### src/rtl/mul_hilo_ctrl.sv
// -----------------------------------------------------------------------------
// mul_hilo_ctrl
//
// Purpose:
//   Sequencing and result-holding stage behind the combinational bit-pair
//   Booth multiplier of the Mini SRC datapath. The block registers the two
//   operands that feed the multiplier and holds them stable for a LATENCY-cycle
//   multicycle window. It then captures the 64-bit product into the
//   architectural HI/LO pair. It also serves mfhi/mflo/mthi/mtlo traffic and
//   stalls the pipeline while a multiply is in flight.
//
// Parameters:
//   LATENCY   cycles granted to the multiplier's combinational path (>= 1)
//
// Optional feature (compile-time macro):
//   MUL_HILO_ZERO_SKIP_EN
//     When defined, a start with a zero operand completes at once. HI/LO are
//     cleared and done pulses in the next cycle, and the FSM never enters WAIT.
//
// Ports:
//   clock     in   1   system clock, rising edge
//   clear_n   in   1   asynchronous active-low reset
//   start     in   1   begin multiply of op_x * op_y
//   op_x      in  32   multiplicand (two's complement)
//   op_y      in  32   multiplier (two's complement)
//   mult_x    out 32   registered operand to the multiplier inX
//   mult_y    out 32   registered operand to the multiplier inY
//   prod_hi   in  32   multiplier outProductHigh
//   prod_lo   in  32   multiplier outProductLow
//   hi_we     in   1   mthi write request
//   lo_we     in   1   mtlo write request
//   hilo_din  in  32   data for mthi/mtlo
//   rd_hi     in   1   mfhi request
//   rd_lo     in   1   mflo request
//   hi_out    out 32   HI register
//   lo_out    out 32   LO register
//   busy      out  1   multiply in flight (state == WAIT)
//   done      out  1   one-cycle registered pulse: HI/LO hold the new product
//   stall     out  1   combinational: busy & any request
// -----------------------------------------------------------------------------
module mul_hilo_ctrl #(
  parameter int LATENCY = 4
) (
  input  logic        clock,
  input  logic        clear_n,
  input  logic        start,
  input  logic [31:0] op_x,
  input  logic [31:0] op_y,
  output logic [31:0] mult_x,
  output logic [31:0] mult_y,
  input  logic [31:0] prod_hi,
  input  logic [31:0] prod_lo,
  input  logic        hi_we,
  input  logic        lo_we,
  input  logic [31:0] hilo_din,
  input  logic        rd_hi,
  input  logic        rd_lo,
  output logic [31:0] hi_out,
  output logic [31:0] lo_out,
  output logic        busy,
  output logic        done,
  output logic        stall
);

  localparam int CW = $clog2(LATENCY + 1);

  typedef enum logic {
    S_IDLE = 1'b0,
    S_WAIT = 1'b1
  } state_t;

  state_t        r_state;
  state_t        w_state_next;
  logic [CW-1:0] r_cnt;
  logic [CW-1:0] w_cnt_next;
  logic [31:0]   r_mult_x;
  logic [31:0]   w_mult_x_next;
  logic [31:0]   r_mult_y;
  logic [31:0]   w_mult_y_next;
  logic [31:0]   r_hi;
  logic [31:0]   w_hi_next;
  logic [31:0]   r_lo;
  logic [31:0]   w_lo_next;
  logic          r_done;
  logic          w_done_next;
  logic          w_any_req;

`ifdef MUL_HILO_ZERO_SKIP_EN
  logic w_zero_op;
  assign w_zero_op = (op_x == 32'd0) || (op_y == 32'd0);
`endif

  // State register. Reset discards any in-flight multiply.
  always_ff @(posedge clock or negedge clear_n) begin
    if (!clear_n) begin
      r_state  <= S_IDLE;
      r_cnt    <= '0;
      r_mult_x <= '0;
      r_mult_y <= '0;
      r_hi     <= '0;
      r_lo     <= '0;
      r_done   <= 1'b0;
    end else begin
      r_state  <= w_state_next;
      r_cnt    <= w_cnt_next;
      r_mult_x <= w_mult_x_next;
      r_mult_y <= w_mult_y_next;
      r_hi     <= w_hi_next;
      r_lo     <= w_lo_next;
      r_done   <= w_done_next;
    end
  end

  // Next-state logic. Operands only change on an accepted start, so they
  // stay frozen across the whole WAIT window.
  always_comb begin
    w_state_next  = r_state;
    w_cnt_next    = r_cnt;
    w_mult_x_next = r_mult_x;
    w_mult_y_next = r_mult_y;
    w_hi_next     = r_hi;
    w_lo_next     = r_lo;
    w_done_next   = 1'b0;

    case (r_state)
      S_IDLE: begin
        // mthi/mtlo land at this edge even if a start is accepted alongside;
        // the product overwrites them when the multiply completes.
        if (hi_we) begin
          w_hi_next = hilo_din;
        end
        if (lo_we) begin
          w_lo_next = hilo_din;
        end
        if (start) begin
          w_mult_x_next = op_x;
          w_mult_y_next = op_y;
`ifdef MUL_HILO_ZERO_SKIP_EN
          if (w_zero_op) begin
            // Known-zero product: the cleared HI/LO take precedence over
            // a same-cycle mthi/mtlo.
            w_hi_next   = 32'd0;
            w_lo_next   = 32'd0;
            w_done_next = 1'b1;
          end else begin
            w_cnt_next   = CW'(LATENCY - 1);
            w_state_next = S_WAIT;
          end
`else
          w_cnt_next   = CW'(LATENCY - 1);
          w_state_next = S_WAIT;
`endif
        end
      end

      S_WAIT: begin
        // Requests are ignored here; stall tells the requester to hold them.
        if (r_cnt != '0) begin
          w_cnt_next = r_cnt - CW'(1);
        end else begin
          // Final cycle of the window: the product has settled.
          w_hi_next    = prod_hi;
          w_lo_next    = prod_lo;
          w_done_next  = 1'b1;
          w_state_next = S_IDLE;
        end
      end

      default: begin
        w_state_next = S_IDLE;
      end
    endcase
  end

  assign w_any_req = start | rd_hi | rd_lo | hi_we | lo_we;

  assign mult_x = r_mult_x;
  assign mult_y = r_mult_y;
  assign hi_out = r_hi;
  assign lo_out = r_lo;
  assign busy   = (r_state == S_WAIT);
  assign done   = r_done;
  assign stall  = busy & w_any_req;

endmodule

### config.mk
export PLATFORM = sky130hd
export DESIGN_NAME = mul_hilo_ctrl
export DESIGN_NICKNAME = d
export VERILOG_FILES = /design/src/rtl/mul_hilo_ctrl.sv
export SDC_FILE = /design/constraint.sdc
export NUM_CORES = 1
export LEC_CHECK = 0
export ABC_CLOCK_PERIOD_IN_PS = 3100
export CAP_MARGIN = 10
export CORE_ASPECT_RATIO = 0.5
export CORE_MARGIN = 3
export CORE_UTILIZATION = 42
export DETAILED_ROUTE_END_ITERATION = 8
export HOLD_SLACK_MARGIN = 0.02
export MAX_ROUTING_LAYER = met4
export PLACE_DENSITY = 0.85
export SYNTH_ARGS = -nofsm -noshare
export SYNTH_HDL_FRONTEND = slang
export SYNTH_SLANG_ARGS = --single-unit
### constraint.sdc
create_clock -name clock -period 3.1 [get_ports clock]
set_clock_uncertainty 0.05 [all_clocks]
set_input_delay 0.62 -clock clock [delete_from_list [all_inputs] [get_ports clock]]
set_output_delay 0.62 -clock clock [all_outputs]
set_load 0.02 [all_outputs]
# Word-level counts from Yosys, hierarchy flattened
# Cells that the tools add are included.
# totals
register_bits	133
output_inout_bits	131
word_cells	38
# classes
addsub	1
n_eq_ne	5
muxes	14
bitwise_logic	6
n_reduce_logical	5
# ops
op	count
32-bit 2-to-1 mux	4
32-bit case mux with 2 select lines	2
2-bit != test (second input constant)	4
2-bit AND reduction	4
3-bit 2-to-1 mux	2
3-bit case mux with 2 select lines	1
1-bit 2-to-1 mux	4
1-bit OR	4
3-bit nonzero test	1
3-bit by 1-bit subtractor with 3-bit output (second input constant)	1
2-bit by 1-bit != test with 1-bit output (second input constant)	1
1-bit case mux with 2 select lines	1
1-bit bitwise AND	1
1-bit inverter	1

# Depth between registers and ports, before layout
# Gate-level depths: netlist (run 1).
# depth
word_depth	5
ltp_mapped	8
depth_no_buf	6

# Worst setup path before layout (run 1)
# No wires, ideal clock.
# synth_path
path_kind	input to output
startpoint	input port start
endpoint	output port stall
t_arrival_ns	1.370
setup_slack_ns	1.060
stages	2
path_buffers	0
cell_sequence	or4_1 > o21a_1
# synth_between
elab_chain_len	5
# synth_lines
element	line	text
start: declaration	46	input logic start,
1-bit OR (4 in series)	175	assign w_any_req = start | rd_hi | rd_lo | hi_we | lo_we;
1-bit bitwise AND	183	assign stall = busy & w_any_req;
end: declaration	62	output logic stall
# Every way passes these cells.

# Worst setup path in the final report (run 1)
# Same ends and word-level chain as after synthesis.

==> results.ini, run 1 <==
[critical_path]
cp_data_arrival_time_ns=2.34
reg2reg_slack_ns=1.15
crit_type=in2out
r2r_start=r_cnt[0]
worstSetupStartpointType=input pin
r2r-end=hi_out[21]
reg2reg_depth=7
cp.required_ns=2.43
crit_path_max_fanout=2
crit_path_end_kind=output pin

[placement]
pre_cts_slack_ns=0.08138
placedInstanceArea_mm2=0.008625
place.port_buffers=297
dpl.hpwl_mm=12.23
place_congestion=0.8259

[sta]
worst_slew_pin_slew_ns=0.7269
maxSlewHeadroom_pct=51.54
rsz0062_at_grt=false
final.setup.tns_ns=0
drv_slew=0
fin_crit_sh_pct=97.09
max_freq_ghz=0.3322
finalHoldViolations=0
finalSetupViolations=0
setup_ws_ns=0.09006
period_needed_ns=3.010

[yosys]
synth.distinct_cells=22
seq_area_frac_synth_pct=60.14
synth-seq-cells=133
yosysTopAreaCellShare_pct=60.14
yosysWarnings=0
synth_area_leaders=dfrtp_1, o221a_1, mux2_2
avgSynthCellArea_um2=14.68
synth_area_mm2=0.005534
synth_largest_area_cell=dfrtp_1
synth_fp_nets=546
synthCells=377

[clock_network]
cts_buffers=17
clock_latency_ns=0.40
clkTransAtPathRegs_ns=0.06
clock_sinks=133
cts_resized=0
cts-root-buf=clkbuf_16
cts_hold_buf=0
clk_path_buf_depth=2
post_cts_buffers=0
htreeDepth=4
cts_tree=built

[floorplan]
fp.dieW_um=168.3
die_height_um=87.17
core-area_mm2=0.01233
dieArea_mm2=0.01467
start_util_pct=44.88
num_rows=28
ios=298

[power]
finalPower_mw=9.881
max-vdd-ir-drop_uv=581.9
p_per_area_mw_per_mm2=1070
p_leak_nw=3.614

[cells_and_area]
syn_to_final_growth_pct=66.90
drive_gt1_share_pct=12.70
final_area_mm2=0.009236
diodes=0
finalNetCount=842

[detailed_routing]
routedWlPerCell_um=19.88
drc=0
postRouteAntennaNets=0
dr.pass1.iters=5
drt_wl_total_mm=16.90
dr_total_vias=4353
viasPerCell=5.121
drt_iter0_markers=170

[global_route]
grt_max_degree=69
grt_pass1_wl_mm=26.09
overflow=0
track_usage_pct=23.55
antenna_found_initial=0
grt_pass1_vias=4733

[outcome]
status=finished, final reports clean

[worst_hold_path]
min_path_type=in2async

[job]
maxCapViolCount=0

-- layer usage --
metal / global-route usage, % / up-vias / share of wire (%)
met4: 7.869 / 0 / 1.9
met1: 27.61 / 2191 / 40
met5: - / - / 0
met3: 4.080 / 22 / 4.4
met2: 41.94 / 145 / 53
li1: - / 1995 / -
-- cell usage in the layout, fill, tap and decap left out --
cell type and instances:
a22o_1 1, buf_12 2, buf_4 8, bufinv_16 3, clkbuf_16 17, clkbuf_8 1
clkdlybuf4s50_1 296, clkinv_4 3, clkinvlp_4 4, dfrtp_1 133, ha_1 2, inv_1 2
inv_2 1, inv_6 3, mux2_1 24, mux2_2 41, nand2b_1 59, nand3_1 2
nand3b_4 1, nor2_1 3, nor2b_2 2, nor2b_4 1, o21a_1 3, o221a_1 64
or2_1 2, or2b_1 6, or4_1 1
-- cells by family after synthesis --
family	after synthesis	synth area share, %
AOI/OAI and AO/OA	68	13.59
adders and majority gates	2	0.4521
buffers and inverters	32	3.572
DFF	133	60.14
muxes	65	13.23
and+or+nand+nor	77	9.021
-- layout make-up --
class	instances	area (um2)
sequential	133	3328
fill	863	3095
clock inverter	13	172.7
multi-input combinational	212	2016
clock buffer	18	439.2
tap	165	206.4
timing repair buffer	306	3063
inverter	3	11.26
-- metrics by stage --
step | cells | hold WS [ns] | util (%)
floorplan | 377 | 0.2744 | -
global placement | 819 | 0.4172 | 69.94
detailed placement | 819 | 0.4237 | 69.94
CTS | 850 | 0.1428 | 74.90
global route | 850 | 0.1686 | 74.90
finish | 850 | 0.1340 | 74.90
-- critical path: stages --
cell	delay, ns
clkdlybuf4s50_1	0.41
or4_1	0.58
o21a_1	0.20
clkdlybuf4s50_1	0.53
-- worst max path at each step --
stage,from,endpoint,slack [ns],cells past startpoint
floorplan,start,stall,1.06,2
global placement,start,stall,0.08,4
detailed placement,start,stall,0.08,4
CTS,start,stall,0.08,4
global route,start,stall,0.04,4
finish,start,stall,0.09,4
-- power by group --
group	switching [mW]	leakage, nW	internal (mW)	total (mW)
clock network	0.777	0.286	1.29	2.07
logic	2.24	1.81	2.47	4.71
registers	0.489	1.52	2.61	3.10
-- synthesized netlist by cell type --
master,instances
buf_6,8
a22o_1,1
or4_1,1
o221a_1,64
or2b_1,6
mux2_1,24
inv_2,1
buf_2,8
nor2b_2,2
o21a_1,3
nand2b_1,59
nand3_1,2
buf_4,2
nand3b_4,1
nor2b_1,1
or2_1,2
mux2_2,41
nor2_1,3
ha_1,2
inv_1,2
dfrtp_1,133
clkbuf_1,11
-- flip-flops by register name (all words and copies together), names as in the netlist --
signal,count
hi_out,32
lo_out,32
mult_x,32
mult_y,32
r_cnt,3
busy,1
done,1
(Power assumes the default switching activity.)
==> inputs of run 2 (changes only) <==
Settings changed: CORE_UTILIZATION 42 to 55, DONT_BUFFER_PORTS from default to 1, PLACE_DENSITY 0.85 to 0.7.
==> results.ini, run 2 (synthesized netlist as in run 1, its figures left out) <==
[global_route]
overflow=0  ; unchanged
grt_pass1_vias=3597  ; was 4733
grt_max_degree=134  ; was 69
grt_pass1_wl_mm=20.84  ; was 26.09 mm
antenna_found_initial=0  ; unchanged
track_usage_pct=25.01  ; was 23.55%

[clock_network]
cts_buffers=17  ; unchanged
cts_resized=0  ; unchanged
clk_path_buf_depth=2  ; unchanged
cts_tree=built  ; unchanged
cts-root-buf=clkbuf_16  ; unchanged
post_cts_buffers=0  ; unchanged
clock_sinks=133  ; unchanged
clock_latency_ns=0.41  ; was 0.40 ns
htreeDepth=4  ; unchanged
clkTransAtPathRegs_ns=0.06  ; about the same

[critical_path]
cp_top_family=flip-flops  ; was buffers and inverters
crit_path_max_fanout=10  ; was 2
crit_end=stall  ; unchanged
worstSetupStartpointType=flop  ; was input pin
r2r-end=hi_out[18]  ; was hi_out[21]
critPathLaunch=busy  ; was start
r2r_start=busy  ; was r_cnt[0]
reg2reg_depth=5  ; was 7
cp_num_buf_inv=0  ; was 2
crit_path_end_kind=output pin  ; unchanged
critical_path_depth=1  ; was 4
cp_data_arrival_time_ns=1.45  ; was 2.34 ns
cp_slowest_cell=dfrtp_1  ; was or4_1
crit_type=reg2out  ; was in2out
slowest_delay_ns=0.72  ; was 0.58 ns
crit_chain=o21a_1  ; was clkdlybuf4s50_1 -> or4_1 -> o21a_1 -> clkdlybuf4s50_1
reg2reg_slack_ns=1.06  ; was 1.15 ns
cp.required_ns=2.43  ; about the same

[cells_and_area]
post-route-util_pct=64.73  ; was 74.90%
diodes=0  ; unchanged
finalNetCount=542  ; was 842
drive_gt1_share_pct=21.50  ; was 12.70%
final_common_cell=dfrtp_1  ; was clkdlybuf4s50_1
fill_cells=687  ; was 863
syn_to_final_growth_pct=12.32  ; was 66.90%
final_cell_mix=dfrtp_1, o221a_1, nand2b_1, mux2_2, mux2_1  ; was clkdlybuf4s50_1, dfrtp_1, o221a_1, nand2b_1, mux2_2

[sta]
fin_crit_sh_pct=68.53  ; was 97.09%
finalHoldViolations=133  ; was 0
max_freq_ghz=0.4707  ; was 0.3322 GHz
maxSlewHeadroom_pct=47.85  ; was 51.54%
worst_slew_pin_slew_ns=0.7823  ; was 0.7269 ns
finalSetupViolations=0  ; unchanged
final.setup.tns_ns=0  ; unchanged
period_needed_ns=2.124  ; was 3.010 ns
rsz0062_at_grt=false  ; unchanged
worst_hold_slack_ns=-0.1469  ; was 0.1340 ns
drv_slew=0  ; unchanged

[job]
maxCapViolCount=0  ; unchanged

[detailed_routing]
routedWlPerCell_um=26.16  ; was 19.88 um
viasPerCell=6.230  ; was 5.121
drt_iter0_markers=196  ; was 170
drc=0  ; unchanged
dr.pass1.iters=5  ; unchanged
drt_wl_total_mm=13.63  ; was 16.90 mm
postRouteAntennaNets=0  ; unchanged
dr_total_vias=3246  ; was 4353

[worst_hold_path]
min_path_type=in2async  ; unchanged

[floorplan]
core-area_mm2=0.009603  ; was 0.01233 mm2
dieArea_mm2=0.01137  ; was 0.01467 mm2
start_util_pct=57.63  ; was 44.88%
num_rows=25  ; was 28
fp.dieW_um=147.9  ; was 168.3 um
die_height_um=76.93  ; was 87.17 um
ios=298  ; unchanged

[outcome]
status=finished with violations  ; was finished, final reports clean
violations=negative hold slack

[power]
power.clock.fraction_pct=25.9  ; was 21.0%
netSwitchingFraction_pct=39.46  ; was 35.48%
intPower_mw=4.854  ; was 6.376 mW
comb_power_share_pct=19.5  ; was 47.6%
p_sw_mw=3.164  ; was 3.505 mW
max-vdd-ir-drop_uv=480.9  ; was 581.9 uV
p_seq_share_pct=54.7  ; was 31.4%
p_leak_nw=2.443  ; was 3.614 nW
p_per_area_mw_per_mm2=1290  ; was 1070 mW/mm2

[placement]
place_congestion=0.7545  ; was 0.8259
dpl.hpwl_mm=9.912  ; was 12.23 mm
place.port_buffers=0  ; was 297

-- run 2: worst min path at each step --
stage | to | slack, ns | depth (start not counted)
2_1_floorplan | busy | 0.27 | 0
3_3_place_gp | mult_y[13] | 0.28 | 0
3_5_place_dp | mult_y[13] | 0.28 | 0
4_1_cts | hi_out[0] | -0.17 | 0
5_1_grt | mult_y[13] | -0.17 | 0
6_report | mult_y[13] | -0.15 | 0
-- run 2: layout make-up --
type	count	area (um2)	share of cell area [%]
Clock inverter	11	148.9	2.395
Tap cell	135	168.9	2.717
Inverter	3	11.26	0.1812
Sequential cell	133	3328	53.54
Multi-Input combinational cell	212	2016	32.43
Clock buffer	21	470.5	7.568
Timing Repair Buffer	6	72.57	1.167
-- run 2: power by group through the flow --
stage	clock network, mW	logic [mW]	registers [mW]
5_1_grt	2.19	1.74	4.48
4_1_cts	2.11	1.53	4.40
3_5_place_dp	0	1.54	4.41
6_report	2.07	1.56	4.38
3_3_place_gp	0	1.40	4.39
2_1_floorplan	0	1.41	4.10
-- run 2: layer usage --
metal / track usage, % / up-vias / part of all wire, %
met4: 10.32 / 0 / 2.0
li1: - / 1388 / -
met2: 43.81 / 158 / 53
met5: - / - / 0
met1: 25.69 / 1678 / 36
met3: 9.091 / 22 / 9.0
-- run 2: stage by stage --
| stage | setup WS [ns] | instances | instance area (um2) | hold slack, ns | total power, mW |
|---|---|---|---|---|---|
| detailed placement | 0.7235 | 487 | 5554 | 0.2764 | 5.957 |
| global route | 0.9104 | 521 | 6216 | -0.1727 | 8.405 |
| global placement | 0.8973 | 487 | 5554 | 0.2771 | 5.787 |
| finish | 0.9757 | 521 | 6216 | -0.1469 | 8.018 |
| CTS | 0.7373 | 519 | 6173 | -0.1652 | 8.038 |
| floorplan | 1.060 | 377 | 5534 | 0.2744 | 5.511 |
==> inputs of run 3 (changes only) <==
Settings changed: ABC_CLOCK_PERIOD_IN_PS 3100 to 2100.
Clock period 3.1 ns to 2.1 ns, I/O delays scaled along.
==> results.ini, run 3 (synthesized netlist as in run 1, its figures left out) <==
[clock_network]
cts_resized=0  ; unchanged
cts_tree=built  ; unchanged
clock_sinks=133  ; unchanged
cts-root-buf=clkbuf_16  ; unchanged
htreeDepth=4  ; unchanged
post_cts_buffers=0  ; unchanged
clkTransAtPathRegs_ns=0.06  ; about the same
clock_latency_ns=0.40  ; was 0.41 ns
clk_path_buf_depth=2  ; unchanged
cts_buffers=17  ; unchanged

[critical_path]
cp_data_arrival_time_ns=1.46  ; was 1.45 ns
worstSetupStartpointType=flop  ; unchanged
crit_chain=buf_4 -> o21a_1  ; was o21a_1
cp_slowest_cell=dfrtp_1  ; unchanged
crit_type=reg2out  ; unchanged
reg2reg_slack_ns=0.35  ; was 1.06 ns
slowest_delay_ns=0.58  ; was 0.72 ns
cp.required_ns=1.63  ; was 2.43 ns
r2r_start=r_cnt[0]  ; was busy
r2r-end=lo_out[7]  ; was hi_out[18]
reg2reg_depth=7  ; was 5
crit_path_max_fanout=8  ; was 10
crit_path_end_kind=output pin  ; unchanged

[detailed_routing]
dr.pass1.iters=4  ; was 5
drc=0  ; unchanged
viasPerCell=6.358  ; was 6.230
drt_wl_total_mm=14.21  ; was 13.63 mm
drt_iter0_markers=220  ; was 196
routedWlPerCell_um=26.91  ; was 26.16 um
dr_total_vias=3357  ; was 3246
postRouteAntennaNets=0  ; unchanged

[sta]
final.setup.tns_ns=0  ; unchanged
worst_slew_pin_slew_ns=0.4042  ; was 0.7823 ns
finalHoldViolations=133  ; unchanged
rsz0062_at_grt=false  ; unchanged
setup_ws_ns=0.1659  ; was 0.9757 ns
max_freq_ghz=0.5170
worst_hold_slack_ns=-0.3478  ; was -0.1469 ns
fin_crit_sh_pct=92.10
drv_slew=0  ; unchanged
finalSetupViolations=0  ; unchanged
period_needed_ns=1.934
maxSlewHeadroom_pct=73.05  ; was 47.85%

[power]
p_seq_share_pct=53.4  ; was 54.7%
max-vdd-ir-drop_uv=742.4  ; was 480.9 uV
comb_power_share_pct=19.5  ; about the same
intPower_mw=7.340  ; was 4.854 mW
p_leak_nw=2.489  ; was 2.443 nW
netSwitchingFraction_pct=39.31  ; was 39.46%
power.clock.fraction_pct=27.0  ; was 25.9%
p_sw_mw=4.754  ; was 3.164 mW
p_per_area_mw_per_mm2=1924  ; was 1290 mW/mm2

[global_route]
track_usage_pct=25.53  ; was 25.01%
overflow=0  ; unchanged
grt_pass1_vias=3644  ; was 3597
antenna_found_initial=0  ; unchanged
grt_pass1_wl_mm=21.42  ; was 20.84 mm
grt_max_degree=134  ; unchanged

[cells_and_area]
drive_gt1_share_pct=22.90  ; was 21.50%
final_common_cell=dfrtp_1  ; unchanged
final_cell_mix=dfrtp_1, o221a_1, nand2b_1, mux2_2, mux2_1  ; unchanged
final_cells=528  ; was 521
post-route-util_pct=65.46  ; was 64.73%
syn_to_final_growth_pct=13.59  ; was 12.32%
diodes=0  ; unchanged
fill_cells=685  ; was 687
seq_area_mm2=0.003328  ; unchanged
multi_input_area_mm2=0.002016  ; unchanged
finalNetCount=549  ; was 542

[placement]
dpl.hpwl_mm=10.38  ; was 9.912 mm
pre_cts_slack_ns=0.3667  ; was 0.7235 ns
place.port_buffers=0  ; unchanged
place_congestion=0.7653  ; was 0.7545
dp.cells=496  ; was 487

[worst_hold_path]
min_path_type=in2async  ; unchanged

[floorplan]
core-area_mm2=0.009603  ; unchanged
dieArea_mm2=0.01137  ; unchanged
num_rows=25  ; unchanged
die_height_um=76.93  ; unchanged
fp.dieW_um=147.9  ; unchanged
ios=298  ; unchanged
start_util_pct=57.63  ; unchanged

[outcome]
violations=negative hold slack  ; unchanged
status=finished with violations  ; unchanged

[job]
maxCapViolCount=0  ; unchanged

[run 3: cell count changes in the layout (fill, tap and decap cells not counted), moves of 2 or more]
cell / previous run / this run
buf_4: 4 / 12
bufinv_16: 3 / 5
clkbuf_8: 3 / 0
inv_6: 1 / 5
[run 3: area by class of cell]
type                            count  share of cell area (%)
Sequential cell                   133                   52.95
Multi-Input combinational cell    212                   32.07
Clock buffer                       18                   6.827
Clock inverter                     14                   3.543
Tap cell                          135                   2.687
Timing Repair Buffer               13                   1.752
Inverter                            3                  0.1791
[run 3: how the worst max path moves through the flow]
stage	from	end	slack [ns]	cells after the start
after floorplan	busy	mult_y[19]	0.46	5
after global placement	busy	mult_y[24]	0.45	3
after detailed placement	r_cnt[0]	hi_out[4]	0.37	7
after CTS	busy	stall	0.15	2
after global routing	busy	stall	0.11	2
final	busy	stall	0.17	2
[run 3: power by group through the flow]
stage / registers [mW] / logic (mW) / clock network (mW)
final: 6.46 / 2.36 / 3.27
after detailed placement: 6.50 / 2.39 / 0
after global placement: 6.47 / 2.17 / 0
after floorplan: 6.06 / 2.08 / 0
after global routing: 6.60 / 2.61 / 3.43
after CTS: 6.49 / 2.39 / 3.30
[run 3: layer usage]
metal,track usage (%),routed length [um],vias up
li1,-,-,1407
met1,27.91,5070,1751
met2,44.54,7611,180
met3,9.268,1301,19
met4,7.005,225,0
met5,-,0,-
[run 3: metrics by stage]
stage | total power [mW] | cell area (um2)
2_1_floorplan | 8.135 | 5534
3_3_place_gp | 8.637 | 5634
3_5_place_dp | 8.883 | 5634
4_1_cts | 12.17 | 6286
5_1_grt | 12.64 | 6286
6_report | 12.09 | 6286
[run 3: critical path: cells and delay by family (launching register included)]
kind / cells / cell delay (ns)
compound gates: 1 / 0.24
buf+inv: 1 / 0.23
flops: 1 / 0.58
==> RTL change (config.mk and constraints of run 1) <==
`r_hi` and `r_lo` no longer have a reset.
--- a/src/rtl/mul_hilo_ctrl.sv
+++ b/src/rtl/mul_hilo_ctrl.sv
@@ -97,18 +97,19 @@
       r_cnt    <= '0;
       r_mult_x <= '0;
       r_mult_y <= '0;
-      r_hi     <= '0;
-      r_lo     <= '0;
       r_done   <= 1'b0;
     end else begin
       r_state  <= w_state_next;
       r_cnt    <= w_cnt_next;
       r_mult_x <= w_mult_x_next;
       r_mult_y <= w_mult_y_next;
-      r_hi     <= w_hi_next;
-      r_lo     <= w_lo_next;
       r_done   <= w_done_next;
     end
+  end
+
+  always_ff @(posedge clock) begin
+    r_hi <= w_hi_next;
+    r_lo <= w_lo_next;
   end
 
   // Next-state logic. Operands only change on an accepted start, so they
Behaviour: not the same (a bounded check fails within 4 cycles, from zero or initial values; the reset may be asserted at any time).
==> RTL change against run 1 <==
- die area increased by 0.27%
- final area increased by 1.0%
- routed wire length decreased by 6.6%
- clock power decreased by 2%
- sequential cell count unchanged
- synthesized area increased by 0.29%
- sequential share of layout area increased by 3.1 points
- setup slack improved by 35 ps
- total power decreased by 5.4%
- first-iteration DRC count increased by 39%
- critical path type unchanged
==> RTL change: results (changes against run 1) <==
stage;metric;value;unit;change
final_layout;Nets;873;;was 842
yosys;Post-Synth Adder-Cell Area;0.4509;%;was 0.4522%
global_routing;GRT Total Usage;22.14;%;was 23.55%
worst_setup_path;CP arrival;2300;ps;was 2340 ps
place;Post-Place Setup Slack;121.4;ps;was 81.38 ps
run_status;status;finished clean;;unchanged
final_layout;Repair and plain buffers;305;;was 306
drt;WL/cell;17.89;µm;was 19.88 µm
drt;vias per cell;4.661;;was 5.121
sta;Final Hold Slack;261.4;ps;was 134.0 ps
final_layout;buffering overhead;32.86;%;was 33.16%
yosys;Yosys top cell area share;34.63;%;was 60.14%
final_layout;# fillers;806;;was 863
final_layout;share of cells above drive strength 1;14.92;%;was 12.70%
yosys;synth cell count leaders;nand2_1, dfrtp_1, edfxtp_1;;was dfrtp_1, o221a_1, nand2b_1
power;LEAKAGE;3.988;nW;was 3.614 nW
final_layout;clock-cell share of area;6.491;%;was 6.624%
power;Worst VDD drop;0.6218;mV;was 0.5819 mV
final_layout;fraction of area in multi-input gates;19.11;%;was 21.82%
place;GP Congestion;0.7912;;was 0.8259
final_layout;Layout Utilization;75.65;%;was 74.90%
sta;Achievable Freq;336.2;MHz;was 332.2 MHz
yosys;number of flops mapped to enable cells by yosys;64;;was 0
final_layout;area occupied by registers;3650;µm²;was 3328 µm²
yosys;proportion of synthesized area in mux cells;17.25;%;was 13.23%
yosys;Compound-Gate Fraction of Synth Area;0.7439;%;was 13.59%
worst_setup_path;crit-path max cell delay;530;ps;was 580 ps
drt;initial DRC count;237;;was 170
-- RTL change: cell count changes in the layout (fill, tap and decap cells not counted), moves of 6 or more --
cell and change:
o221a_1 -64, mux2_1 -24, edfxtp_1 +64, or2b_1 -6, mux2_4 +60, nand2b_1 -26, mux2_2 -36, nand2_1 +128
dfrtp_1 -65
-- RTL change: power by group through the flow --
stage	Combinational, mW	Sequential, mW	Clock, mW
2_1_floorplan	1.25	4.06	0
3_3_place_gp	4.13	3.10	0
3_5_place_dp	4.22	3.13	0
4_1_cts	4.24	3.13	2.07
5_1_grt	4.42	3.21	2.16
6_report	4.20	3.12	2.03
-- RTL change: layer usage --
layer | global-route usage, % | share of wire, %
met1 | 24.11 | 38
met2 | 40.52 | 53
met5 | - | 0
met4 | 7.869 | 2.8
met3 | 4.986 | 5.5
-- RTL change: cell families after synthesis --
logic type               Yosys count
AO/OA/AOI/OAI                      6
adder cells (fa/ha/maj)            2
buffers and inverters             23
flip-flops                       133
multiplexers                      65
AND/OR/NAND/NOR                  169
